--- src/rtl/instr_fetch_unit_if.sv ---
// Instruction-memory bus between the fetch stage and the instruction memory.
//
// Handshake: a request is transferred on every rising edge where
// IMemReq && IMemGnt. Once IMemReq is raised, IMemReq and IMemAddr are held
// stable until the grant. The one exception is a redirect, which withdraws
// an ungranted request. A response is transferred on every rising edge
// where IMemRValid is high. Responses carry no ready signal: the fetch
// unit issues a request only when it has space for the matching response.
// Responses return in request order, at least one cycle after their grant.
//
// Signals:
//   IMemReq     fetch -> mem  request valid
//   IMemAddr    fetch -> mem  word-aligned request address
//   IMemGnt     mem -> fetch  request accepted this cycle
//   IMemRValid  mem -> fetch  response valid
//   IMemRData   mem -> fetch  response instruction word
interface instr_fetch_unit_if;
  logic        IMemReq;
  logic [31:0] IMemAddr;
  logic        IMemGnt;
  logic        IMemRValid;
  logic [31:0] IMemRData;

  modport master (
    output IMemReq,
    output IMemAddr,
    input  IMemGnt,
    input  IMemRValid,
    input  IMemRData
  );

  modport slave (
    input  IMemReq,
    input  IMemAddr,
    output IMemGnt,
    output IMemRValid,
    output IMemRData
  );
endinterface

--- src/rtl/instr_fetch_unit.sv ---
// Instruction-fetch stage feeding the IF/ID pipeline registers.
//
// The unit owns the fetch PC and issues word-aligned requests to a
// variable-latency instruction memory. Returned words are buffered in an
// in-order FIFO together with their PCs. The FIFO head is presented to
// IF/ID. A redirect from EX restarts fetch at the target. Responses still
// in flight from the old path are counted and discarded as they return.
//
// Parameters:
//   DEPTH     FIFO entries and the maximum number of outstanding requests
//             (power of two, 2..8)
//   RESET_PC  fetch PC after reset
//   NOP       instruction word driven while nothing valid is at the head
//
// Ports:
//   clk        rising-edge clock
//   rst        asynchronous active-high reset
//   StallF     IF/ID hold; the head is not consumed while high
//   PCSrcE     redirect strobe from EX
//   PCTargetE  redirect target (bits [1:0] ignored)
//   imem       instruction-memory bus (master side)
//   InstrF     head instruction, or NOP when empty
//   PCF        head PC, or 0 when empty
//   PCPlus4F   PCF + 4, or 0 when empty
//   ValidF     head valid
//
// Build option:
//   FETCH_BYPASS_EN  when defined, a response that arrives while the FIFO is
//                    empty and nothing is being discarded is presented on
//                    the outputs in the same cycle. It is consumed directly
//                    if StallF is low, and otherwise it is buffered as usual.
module instr_fetch_unit #(
  parameter int          DEPTH    = 2,
  parameter logic [31:0] RESET_PC = 32'h0000_0000,
  parameter logic [31:0] NOP      = 32'h0000_0013
) (
  input  logic                    clk,
  input  logic                    rst,
  input  logic                    StallF,
  input  logic                    PCSrcE,
  input  logic [31:0]             PCTargetE,
  instr_fetch_unit_if.master      imem,
  output logic [31:0]             InstrF,
  output logic [31:0]             PCF,
  output logic [31:0]             PCPlus4F,
  output logic                    ValidF
);

  localparam int PW = (DEPTH > 1) ? $clog2(DEPTH) : 1;
  localparam int CW = PW + 1;
  localparam logic [CW:0] DepthL = DEPTH[CW:0];

  logic [31:0]   fetchPc;
  // Low during reset and for the first cycle after it. No request is
  // issued until the first clock edge after reset is released.
  logic          running;
  logic [CW-1:0] outCnt;
  logic [CW-1:0] dropCnt;
  logic [CW-1:0] count;
  logic [PW-1:0] rdPtr;
  logic [PW-1:0] wrPtr;
  logic [PW-1:0] tagRd;
  logic [PW-1:0] tagWr;

  logic [31:0]   instrMem [DEPTH];
  logic [31:0]   pcMem    [DEPTH];
  // Holds the PCs of the correct-path requests that are still outstanding,
  // in issue order.
  logic [31:0]   tagMem   [DEPTH];

  logic          credit;
  logic          grant;
  logic          rsp;
  logic          dropping;
  logic          acceptRsp;
  logic          headValid;
  logic          bypass;
  logic          push;
  logic          pop;
  logic [CW-1:0] outNext;

  // Reserve a FIFO slot for every request in flight, so that a response
  // never finds the FIFO full.
  assign credit = ({1'b0, outCnt} + {1'b0, count}) < DepthL;

  assign imem.IMemReq  = running & ~PCSrcE & credit;
  assign imem.IMemAddr = fetchPc;

  assign grant     = imem.IMemReq & imem.IMemGnt;
  assign rsp       = imem.IMemRValid;
  assign dropping  = (dropCnt != '0);
  assign acceptRsp = rsp & ~dropping & ~PCSrcE;
  assign headValid = (count != '0);
  assign outNext   = outCnt + CW'(grant) - CW'(rsp);

`ifdef FETCH_BYPASS_EN
  assign bypass = ~headValid & acceptRsp;
`else
  assign bypass = 1'b0;
`endif

  assign pop  = headValid & ~StallF;
  // A bypassed response that IF/ID takes immediately is not stored.
  assign push = acceptRsp & ~(bypass & ~StallF);

  always_comb begin
    InstrF = NOP;
    PCF    = 32'd0;
    if (headValid) begin
      InstrF = instrMem[rdPtr];
      PCF    = pcMem[rdPtr];
    end else if (bypass) begin
      InstrF = imem.IMemRData;
      PCF    = tagMem[tagRd];
    end
  end

  assign ValidF   = headValid | bypass;
  assign PCPlus4F = ValidF ? (PCF + 32'd4) : 32'd0;

  always_ff @(posedge clk or posedge rst) begin
    if (rst) begin
      fetchPc <= RESET_PC;
      running <= 1'b0;
      outCnt  <= '0;
      dropCnt <= '0;
      count   <= '0;
      rdPtr   <= '0;
      wrPtr   <= '0;
      tagRd   <= '0;
      tagWr   <= '0;
    end else begin
      running <= 1'b1;
      if (PCSrcE) begin
        // Everything still outstanding after this edge belongs to the old
        // path. The response arriving now is already excluded by outNext.
        fetchPc <= PCTargetE & ~32'd3;
        outCnt  <= outNext;
        dropCnt <= outNext;
        count   <= '0;
        rdPtr   <= '0;
        wrPtr   <= '0;
        tagRd   <= '0;
        tagWr   <= '0;
      end else begin
        outCnt <= outNext;
        count  <= count + CW'(push) - CW'(pop);
        if (grant) begin
          fetchPc <= fetchPc + 32'd4;
          tagWr   <= tagWr + PW'(1);
        end
        if (acceptRsp) begin
          tagRd <= tagRd + PW'(1);
        end
        if (rsp && dropping) begin
          dropCnt <= dropCnt - CW'(1);
        end
        if (push) begin
          wrPtr <= wrPtr + PW'(1);
        end
        if (pop) begin
          rdPtr <= rdPtr + PW'(1);
        end
      end
    end
  end

  // Storage needs no reset. The pointers and counts define what is valid.
  always_ff @(posedge clk) begin
    if (push) begin
      instrMem[wrPtr] <= imem.IMemRData;
      pcMem[wrPtr]    <= tagMem[tagRd];
    end
    if (grant) begin
      tagMem[tagWr] <= fetchPc;
    end
  end

endmodule
--- src/flat_wrapper.sv ---
// flat-port wrapper written by rule: the top's interface ports become plain ports
module instr_fetch_unit_flat 
#(
  parameter int          DEPTH    = 2,
  parameter logic [31:0] RESET_PC = 32'h0000_0000,
  parameter logic [31:0] NOP      = 32'h0000_0013
)
  (clk, rst, StallF, PCSrcE, PCTargetE, InstrF, PCF, PCPlus4F, ValidF, imem_IMemReq, imem_IMemAddr, imem_IMemGnt, imem_IMemRValid, imem_IMemRData);
  instr_fetch_unit_if imem_i ();
  input  logic clk;
  input  logic rst;
  input  logic StallF;
  input  logic PCSrcE;
  input  logic [31:0] PCTargetE;
  output logic [31:0] InstrF;
  output logic [31:0] PCF;
  output logic [31:0] PCPlus4F;
  output logic ValidF;
  output wire logic [$bits(imem_i.IMemReq)-1:0] imem_IMemReq;
  output wire logic [$bits(imem_i.IMemAddr)-1:0] imem_IMemAddr;
  input wire logic [$bits(imem_i.IMemGnt)-1:0] imem_IMemGnt;
  input wire logic [$bits(imem_i.IMemRValid)-1:0] imem_IMemRValid;
  input wire logic [$bits(imem_i.IMemRData)-1:0] imem_IMemRData;
  assign imem_IMemReq = imem_i.IMemReq;
  assign imem_IMemAddr = imem_i.IMemAddr;
  assign imem_i.IMemGnt = imem_IMemGnt;
  assign imem_i.IMemRValid = imem_IMemRValid;
  assign imem_i.IMemRData = imem_IMemRData;
  instr_fetch_unit #(.DEPTH(DEPTH), .RESET_PC(RESET_PC), .NOP(NOP)) u_core (.clk(clk), .rst(rst), .StallF(StallF), .PCSrcE(PCSrcE), .PCTargetE(PCTargetE), .imem(imem_i), .InstrF(InstrF), .PCF(PCF), .PCPlus4F(PCPlus4F), .ValidF(ValidF));
endmodule
--- config.mk ---
export PLATFORM = sky130hd
export DESIGN_NAME = instr_fetch_unit_flat
export DESIGN_NICKNAME = d
export VERILOG_FILES = /design/src/rtl/instr_fetch_unit_if.sv /design/src/rtl/instr_fetch_unit.sv /design/src/flat_wrapper.sv
export SDC_FILE = /design/constraint.sdc
export NUM_CORES = 1
export LEC_CHECK = 0
export CORE_ASPECT_RATIO = 0.75
export CORE_MARGIN = 4
export CORE_UTILIZATION = 56
export DETAILED_ROUTE_END_ITERATION = 16
export PLACE_DENSITY = 0.86
export SYNTH_ARGS = -nofsm -noshare
export SYNTH_HDL_FRONTEND = slang
export SYNTH_SLANG_ARGS = --single-unit
--- constraint.sdc ---
create_clock -name clk -period 13.93 [get_ports clk]
set_input_delay 4.179 -clock clk [delete_from_list [all_inputs] [get_ports clk]]
set_output_delay 4.179 -clock clk [all_outputs]
set_load 0.1 [all_outputs]
# Yosys cells after proc, flatten, opt, wreduce, memory -nomap -nowiden
# Memory sizes are Yosys's and may differ from the RTL's.
# Index checks and enable logic that the tools add are counted.
dict set report totals {
  register_bits 43
  latchBits 0
  mem_bits_rw 192
  romBits 0
  input_bits 70
  output_inout_bits 130
  word_cells 61
  memories 3
}
# memory depth width rd rd_ports_with_merged_regs wr line
set mem_list {}
lappend mem_list {u_core.instrMem 2 32 1 0 1 instr_fetch_unit.sv:65} ;# logic [31:0] instrMem [DEPTH];
lappend mem_list {u_core.pcMem 2 32 1 0 1 instr_fetch_unit.sv:66} ;# logic [31:0] pcMem [DEPTH];
lappend mem_list {u_core.tagMem 2 32 1 0 1 instr_fetch_unit.sv:69} ;# logic [31:0] tagMem [DEPTH];
dict set report classes {
  add_sub_neg 12
  multipliers 0
  div_mod_pow 0
  n_lt_le_gt_ge 1
  n_eq_ne 0
  n_shift 0
  muxes 20
  bitwise 9
  n_reduce_logical 7
}
# op count
set ops {}
lappend ops {{two-way mux 32 bit} 5}
lappend ops {{adder 32 x 3 -> 32 bit (second input constant)} 2}
lappend ops {{two-way mux 1 bit} 12}
lappend ops {{nonzero test 2 bit} 6}
lappend ops {{bitwise AND 1 bit} 6}
lappend ops {{two-way mux 2 bit} 3}
lappend ops {{adder 1 bit (second input constant)} 4}
lappend ops {{adder 2 x 1 -> 2 bit} 2}
lappend ops {{subtractor 2 x 1 -> 2 bit} 2}
lappend ops {{adder 2 x 2 -> 3 bit} 1}
lappend ops {{less-than comparator 3 x 2 -> 1 bit (second input constant)} 1}
lappend ops {{inverter 1 bit} 3}
lappend ops {{subtractor 2 x 1 -> 2 bit (second input constant)} 1}
lappend ops {{logical AND 1 bit} 1}

# Logic depth before layout (Yosys ltp)
# Gate-level depths: netlist (run 1).
dict set report logic_depth {
  ltp_word 7
  mapped_depth 11
  depth_no_buf 8
}

# Worst setup path after synthesis (run 1)
# No wires, ideal clock.
dict set report synth_path {
  path_type {input-to-output}
  from {input PCSrcE}
  to {output imem_IMemReq}
  t_arrival_ns 5.520
  required_ns 9.751
  setup_slack_ns 4.231
  cell_stages 2
  path_buffers 1
  cell_sequence {buf_2 -> nor4b_4}
}
dict set report synth_via {
  elab_chain_cells 3
}
# item line
set synth_lines {}
lappend synth_lines {{start: declaration} flat_wrapper.sv:13} ;# input logic PCSrcE;
lappend synth_lines {{inverter 1 bit} instr_fetch_unit.sv:86} ;# assign imem.IMemReq = running & ~PCSrcE & credit;
lappend synth_lines {{bitwise AND 1 bit (2 in series)} instr_fetch_unit.sv:86}
lappend synth_lines {{end: declaration} flat_wrapper.sv:19} ;# output wire logic [$bits(imem_i.IMemReq)-1:0] imem_IMemReq;
# Every way passes these cells.

# Worst setup path in the final report (run 1)
# Ends and elaborated chain as after synthesis.

==> results of run 1 <==
flip-flops by register name, summed over array words and instances (netlist names):
name / flops
u_core.rdPtr: 1
u_core.running: 1
u_core.pcMem: 60
u_core.count: 2
u_core.wrPtr: 1
u_core.instrMem: 64
u_core.dropCnt: 2
u_core.tagWr: 1
u_core.tagMem: 60
u_core.tagRd: 1
u_core.imem.IMemAddr: 30
u_core.outCnt: 2
synth_stat cells (all sizes together) (9+ instances only):
cell type	instances	share of area
edfxtp	184	0.55
nor2	84	0.031
mux2i	64	0.063
nand2	50	0.019
dfrtp	41	0.10
buf	33	0.020
mux2	31	0.035
nand3	29	0.015
o21ai	24	0.012
xor2	24	0.021
inv	18	0.0067
nor3	18	0.0089
xnor2	15	0.013
nand4	13	0.012
clkbuf	9	0.0033
o211ai	9	0.0067
layer usage:
metal / wire, microns / part of all wire / vias to the layer above
li1: - / - / 3126
met1: 9890 / 0.43 / 3235
met2: 10500 / 0.46 / 339
met3: 2030 / 0.089 / 25
met4: 319 / 0.014 / 0
met5: 0 / 0 / -
worst paths after layout:
check                           startpoint                        to  slack (ns)
setup / recovery                    PCSrcE              imem_IMemReq        3.08
hold / removal                u_core.tagRd              u_core.tagRd        0.56
setup reg to reg           u_core.count[0]      u_core.tagMem[0][15]       10.57
hold reg to reg               u_core.tagRd              u_core.tagRd        0.56
max in group asynchronous              rst              u_core.rdPtr        9.39
min in group asynchronous              rst  u_core.imem.IMemAddr[27]        4.11
cells by family (layout without fill, tap and decap cells):
kind of cell	count (synthesis)	in the layout	synth area share
and+or+nand+nor	235	235	0.120
DFF	225	225	0.649
muxes	95	95	0.0980
AOI/OAI and AO/OA	77	77	0.0583
buffers and inverters	60	257	0.0302
xor gates and xnor gates	39	39	0.0338
adders and majority gates	7	7	0.00942
other	2	7	0.000744
stage by stage:
| stage | instance area (sq um) | util |
|---|---|---|
| floorplan | 10100 | - |
| global placement | 12200 | 0.691 |
| detailed placement | 12200 | 0.691 |
| CTS | 12800 | 0.726 |
| global route | 12800 | 0.726 |
| finish | 12800 | 0.726 |
tightest hold or removal path, stage by stage (launching register included):
cell and delay, ns:
dfrtp_1 0.37, xor2_1 0.08, nor2_1 0.08
cell type report:
type	count	area, sq um
Multi-Input combinational cell	460	3270
Timing Repair Buffer	202	1990
Inverter	18	67.6
Clock inverter	6	33.8
Clock buffer	31	593
Fill cell	1157	4840
Tap cell	242	303
Sequential cell	225	6560
==> results.cfg, run 1 <==
[setup_path]
path_cells = clkdlybuf4s50_1, buf_4, nor4b_4, clkdlybuf4s50_1
cpLargestDelayFamily = buffers and inverters
cp_slowest_cell = clkdlybuf4s50_1
cp_common_cell = clkdlybuf4s50_1
crit_cells = 4
worst-setup-path-type = primary input to output port
critPathMaxFanout = 44
start_kind = primary input
rr_worst_depth = 7
max_stage_delay_ns = 1.24
cp.required_ns = 9.75
arrival_ns = 6.67
endpoint_kind = output port
worst-path-buf-inv = 3

[layout]
finalNonFillerCells = 1184
nets = 1005
layout-drive-gt1-share = 0.102
layout_common_cells = clkdlybuf4s50_1 (191), edfxtp_1 (184), nor2_1 (82)
area_delta_synth_final_pct = 27.0
n_antenna_cell = 0
final_common_cell = clkdlybuf4s50_1

[sta]
max_clock_freq_mhz = 92.1
max_slew_margin = 0.155
post-route-period-util = 0.779
rsz0062_at_grt = no
drv_slew = 0
min_period_ns = 10.85
setup_slack_ns = 3.08
hold_viol = 0
clock_skew_ns = 0.0155
holdWs_ns = 0.561
worst_pin_slew_ns = 1.26
setup_violations = 0
setup_tns_ns = 0

[global_routing]
grtUsageMet3 = 0.0407
grt_pass1_vias = 6450
grt.met2_usage = 0.330
grt_max_degree = 78
busiest_layer = met1
overflow = 0
grt_util_met1 = 0.334
grtUsageTotal = 0.216
grt_pass1_wl_mm = 35.3
antenna_found_initial = 0

[worst_hold_path]
holdPathStages = 2
min_path_type = flip-flop to flip-flop

[floorplan]
die-area_sq_mm = 0.0203
start_util = 0.572
core_sq_mm = 0.0177
pin_count = 200
row_count = 42
fp.dieW_microns = 163
die_height_microns = 124

[synth]
synth_flop_cell = edfxtp_1
async_flop_share = 0.182
synth_cell_types = 54
synth-warning-count = 0
yosysSeqAreaShare = 0.649
synth.cell_area_sq_mm = 0.0101
netlist_instances = 740
ys_ff_latch = 225
avgSynthCellArea_sq_um = 13.6
synth_edf_count = 184

[clocking]
clock_sinks = 225
cts_setup_buffers = 0
insertion_delay_ns = 0.49
cts_tree = yes
clockRootBuffer = clkbuf_16
cts_resized = 0
h-tree-depth = 1
hold_buffers = 0
clk_pin_slew_ns = 0.06
numCtsBuffers = 21
clock_path_buffers = 3

[placed_design]
hpwl_mm = 15.3
globalplace.congestion = 0.863
numPortBuffers = 191
dp_worst_setup_slack_ns = 3.11
place_inst = 1147

[route]
wl_mm = 22.7
drc_errors = 0
drt_iter0_drc = 584
via_count = 6725
antenna_left = 0
drtPass1Iterations = 5
via_per_inst = 5.68
routedWlPerCell_microns = 19.2

[run_status]
status = finished clean

[flow_run]
cap_violations = 0
Power of run 1 is not shown: default switching activity piles up to over one toggle a cycle in this logic, so the estimate is an artifact.
==> inputs of run 2 (changes only) <==
--- a/config.mk
+++ b/config.mk
@@ -7,9 +7,9 @@
 export LEC_CHECK = 0
 export CORE_ASPECT_RATIO = 0.75
 export CORE_MARGIN = 4
-export CORE_UTILIZATION = 56
+export CORE_UTILIZATION = 52
 export DETAILED_ROUTE_END_ITERATION = 16
-export PLACE_DENSITY = 0.86
+export PLACE_DENSITY = 0.8
 export SYNTH_ARGS = -nofsm -noshare
 export SYNTH_HDL_FRONTEND = slang
 export SYNTH_SLANG_ARGS = --single-unit
==> constraint.sdc (replaced) <==
create_clock -name clk -period 10.2 [get_ports clk]
set_input_delay 3.06 -clock clk [delete_from_list [all_inputs] [get_ports clk]]
set_output_delay 3.06 -clock clk [all_outputs]
set_load 0.1 [all_outputs]
==> run 2 against run 1 <==
  * Routed wire length is 2.2% lower
  * Die area is 7.3% higher
  * First-iteration DRC count is 12% lower
  * Sequential share of layout area is 0.29 points lower
  * Register-to-register slack worse by 3.7 ns
  * Clock-buffer cell count is 2 lower
  * Setup slack worse by 0.76 ns
  * Global-route usage is 1.5 points lower
  * Critical path type is now flip-flop to output port
  * Highest routed layer unchanged
==> results.cfg, run 2 (same netlist as run 1, synthesis figures left out) <==
[route]
wl_mm = 22.3
via_per_inst = 5.59
drt_iter0_drc = 512
drtPass1Iterations = 5
via_count = 6661
routedWlPerCell_microns = 18.7
drc_errors = 0
antenna_left = 0

[setup_path]
critPathMaxFanout = 46
endpoint_kind = output port
critical_path.startpoint = u_core.rdPtr
crit_end = PCPlus4F[31]
reg2reg_from = u_core.count[0]
worst-setup-path-type = flip-flop to output port
arrival_ns = 4.83
cp.required_ns = 7.14
rrSetupSlack_ns = 6.85
r2r-end = u_core.imem.IMemAddr[19]
start_kind = flip-flop
rr_worst_depth = 9

[layout]
n_antenna_cell = 0
final_common_cell = clkdlybuf4s50_1
layout_common_cells = clkdlybuf4s50_1 (190), edfxtp_1 (184), nor2_1 (82)
nets = 1008
layout-drive-gt1-share = 0.107
area_delta_synth_final_pct = 27.7
reg_top3 = u_core.instrMem x64, u_core.pcMem x60, u_core.tagMem x60
largest_register = u_core.instrMem
largest_reg_flops = 64

[floorplan]
core_sq_mm = 0.0188
die_height_microns = 129
row_count = 43
fp.dieW_microns = 169
start_util = 0.538
die-area_sq_mm = 0.0217
pin_count = 200

[sta]
hold_viol = 0
max_clock_freq_mhz = 127
setup_violations = 0
drv_slew = 0
rsz0062_at_grt = no
holdWs_ns = 0.570
setup_tns_ns = 0
worst_pin_slew_ns = 1.06
max_slew_margin = 0.289
min_period_ns = 7.89
post-route-period-util = 0.773
clock_skew_ns = 0.00800

[global_routing]
grt_pass1_vias = 6453
antenna_found_initial = 0
overflow = 0
grt_pass1_wl_mm = 35.0
grt_max_degree = 63
grtUsageTotal = 0.202

[clocking]
hold_buffers = 0
clock_sinks = 225
cts_resized = 0
cts_setup_buffers = 0
clk_pin_slew_ns = 0.06
cts_tree = yes
h-tree-depth = 1
clock_path_buffers = 3
numCtsBuffers = 22
clockRootBuffer = clkbuf_16
insertion_delay_ns = 0.49

[run_status]
status = finished clean

[placed_design]
globalplace.congestion = 0.836
numPortBuffers = 191
hpwl_mm = 15.3

[worst_hold_path]
min_path_type = flip-flop to flip-flop

[flow_run]
cap_violations = 0
## run 2: cell types whose count changed in the layout (fill, tap and decap cells not counted), sizes merged
| cell | change |
|---|---|
| clkdlybuf4s50 | -1 |
| clkbuf | -2 |
| clkinvlp | -1 |
| inv | +1 |
| clkinv | +2 |
| buf | +3 |
| bufinv | +1 |
## run 2: layer usage
| metal | vias to the layer above | global-route usage | routed length [microns] |
|---|---|---|---|
| li1 | 3130 | - | - |
| met1 | 3224 | 0.306 | 10300 |
| met2 | 282 | 0.305 | 9870 |
| met3 | 25 | 0.0433 | 1800 |
| met4 | 0 | 0.0415 | 303 |
| met5 | - | 0 | 0 |
## run 2: cell type report
type / count / area (sq um)
Tap cell: 247 / 309
Clock inverter: 9 / 73.8
Timing Repair Buffer: 204 / 2010
Clock buffer: 29 / 608
Multi-Input combinational cell: 460 / 3270
Fill cell: 1294 / 5880
Sequential cell: 225 / 6560
Inverter: 18 / 67.6
## run 2: critical path: stages (launching register included)
cell and delay, ns:
dfrtp_4 0.77, buf_4 0.64, nand3_1 0.32, a211oi_2 0.36, nand4_2 0.31, nor4_2 0.44
mux2i_1 0.23, clkdlybuf4s50_1 1.20
## run 2: per-stage QoR
step	util	area, sq um	worst slack [ns]	cells
after floorplan	-	10100	1.81	745
after global placement	0.650	12200	2.46	1154
after detailed placement	0.650	12200	2.44	1154
after CTS	0.687	12900	2.27	1192
after global routing	0.687	12900	2.03	1192
final	0.687	12900	2.31	1192
## run 2: worst min-delay path by stage
stage,from,to,slack [ns],depth (start not counted)
finish,u_core.tagMem[1][24],u_core.pcMem[0][24],0.57,1
global route,u_core.tagMem[0][6],u_core.pcMem[1][6],0.59,1
global placement,u_core.dropCnt[1],u_core.dropCnt[1],0.54,2
detailed placement,u_core.tagMem[1][20],u_core.pcMem[0][20],0.55,1
floorplan,u_core.wrPtr,u_core.wrPtr,0.52,2
CTS,u_core.tagMem[1][24],u_core.pcMem[0][24],0.57,1
Power of run 2 is left out for the same reason.
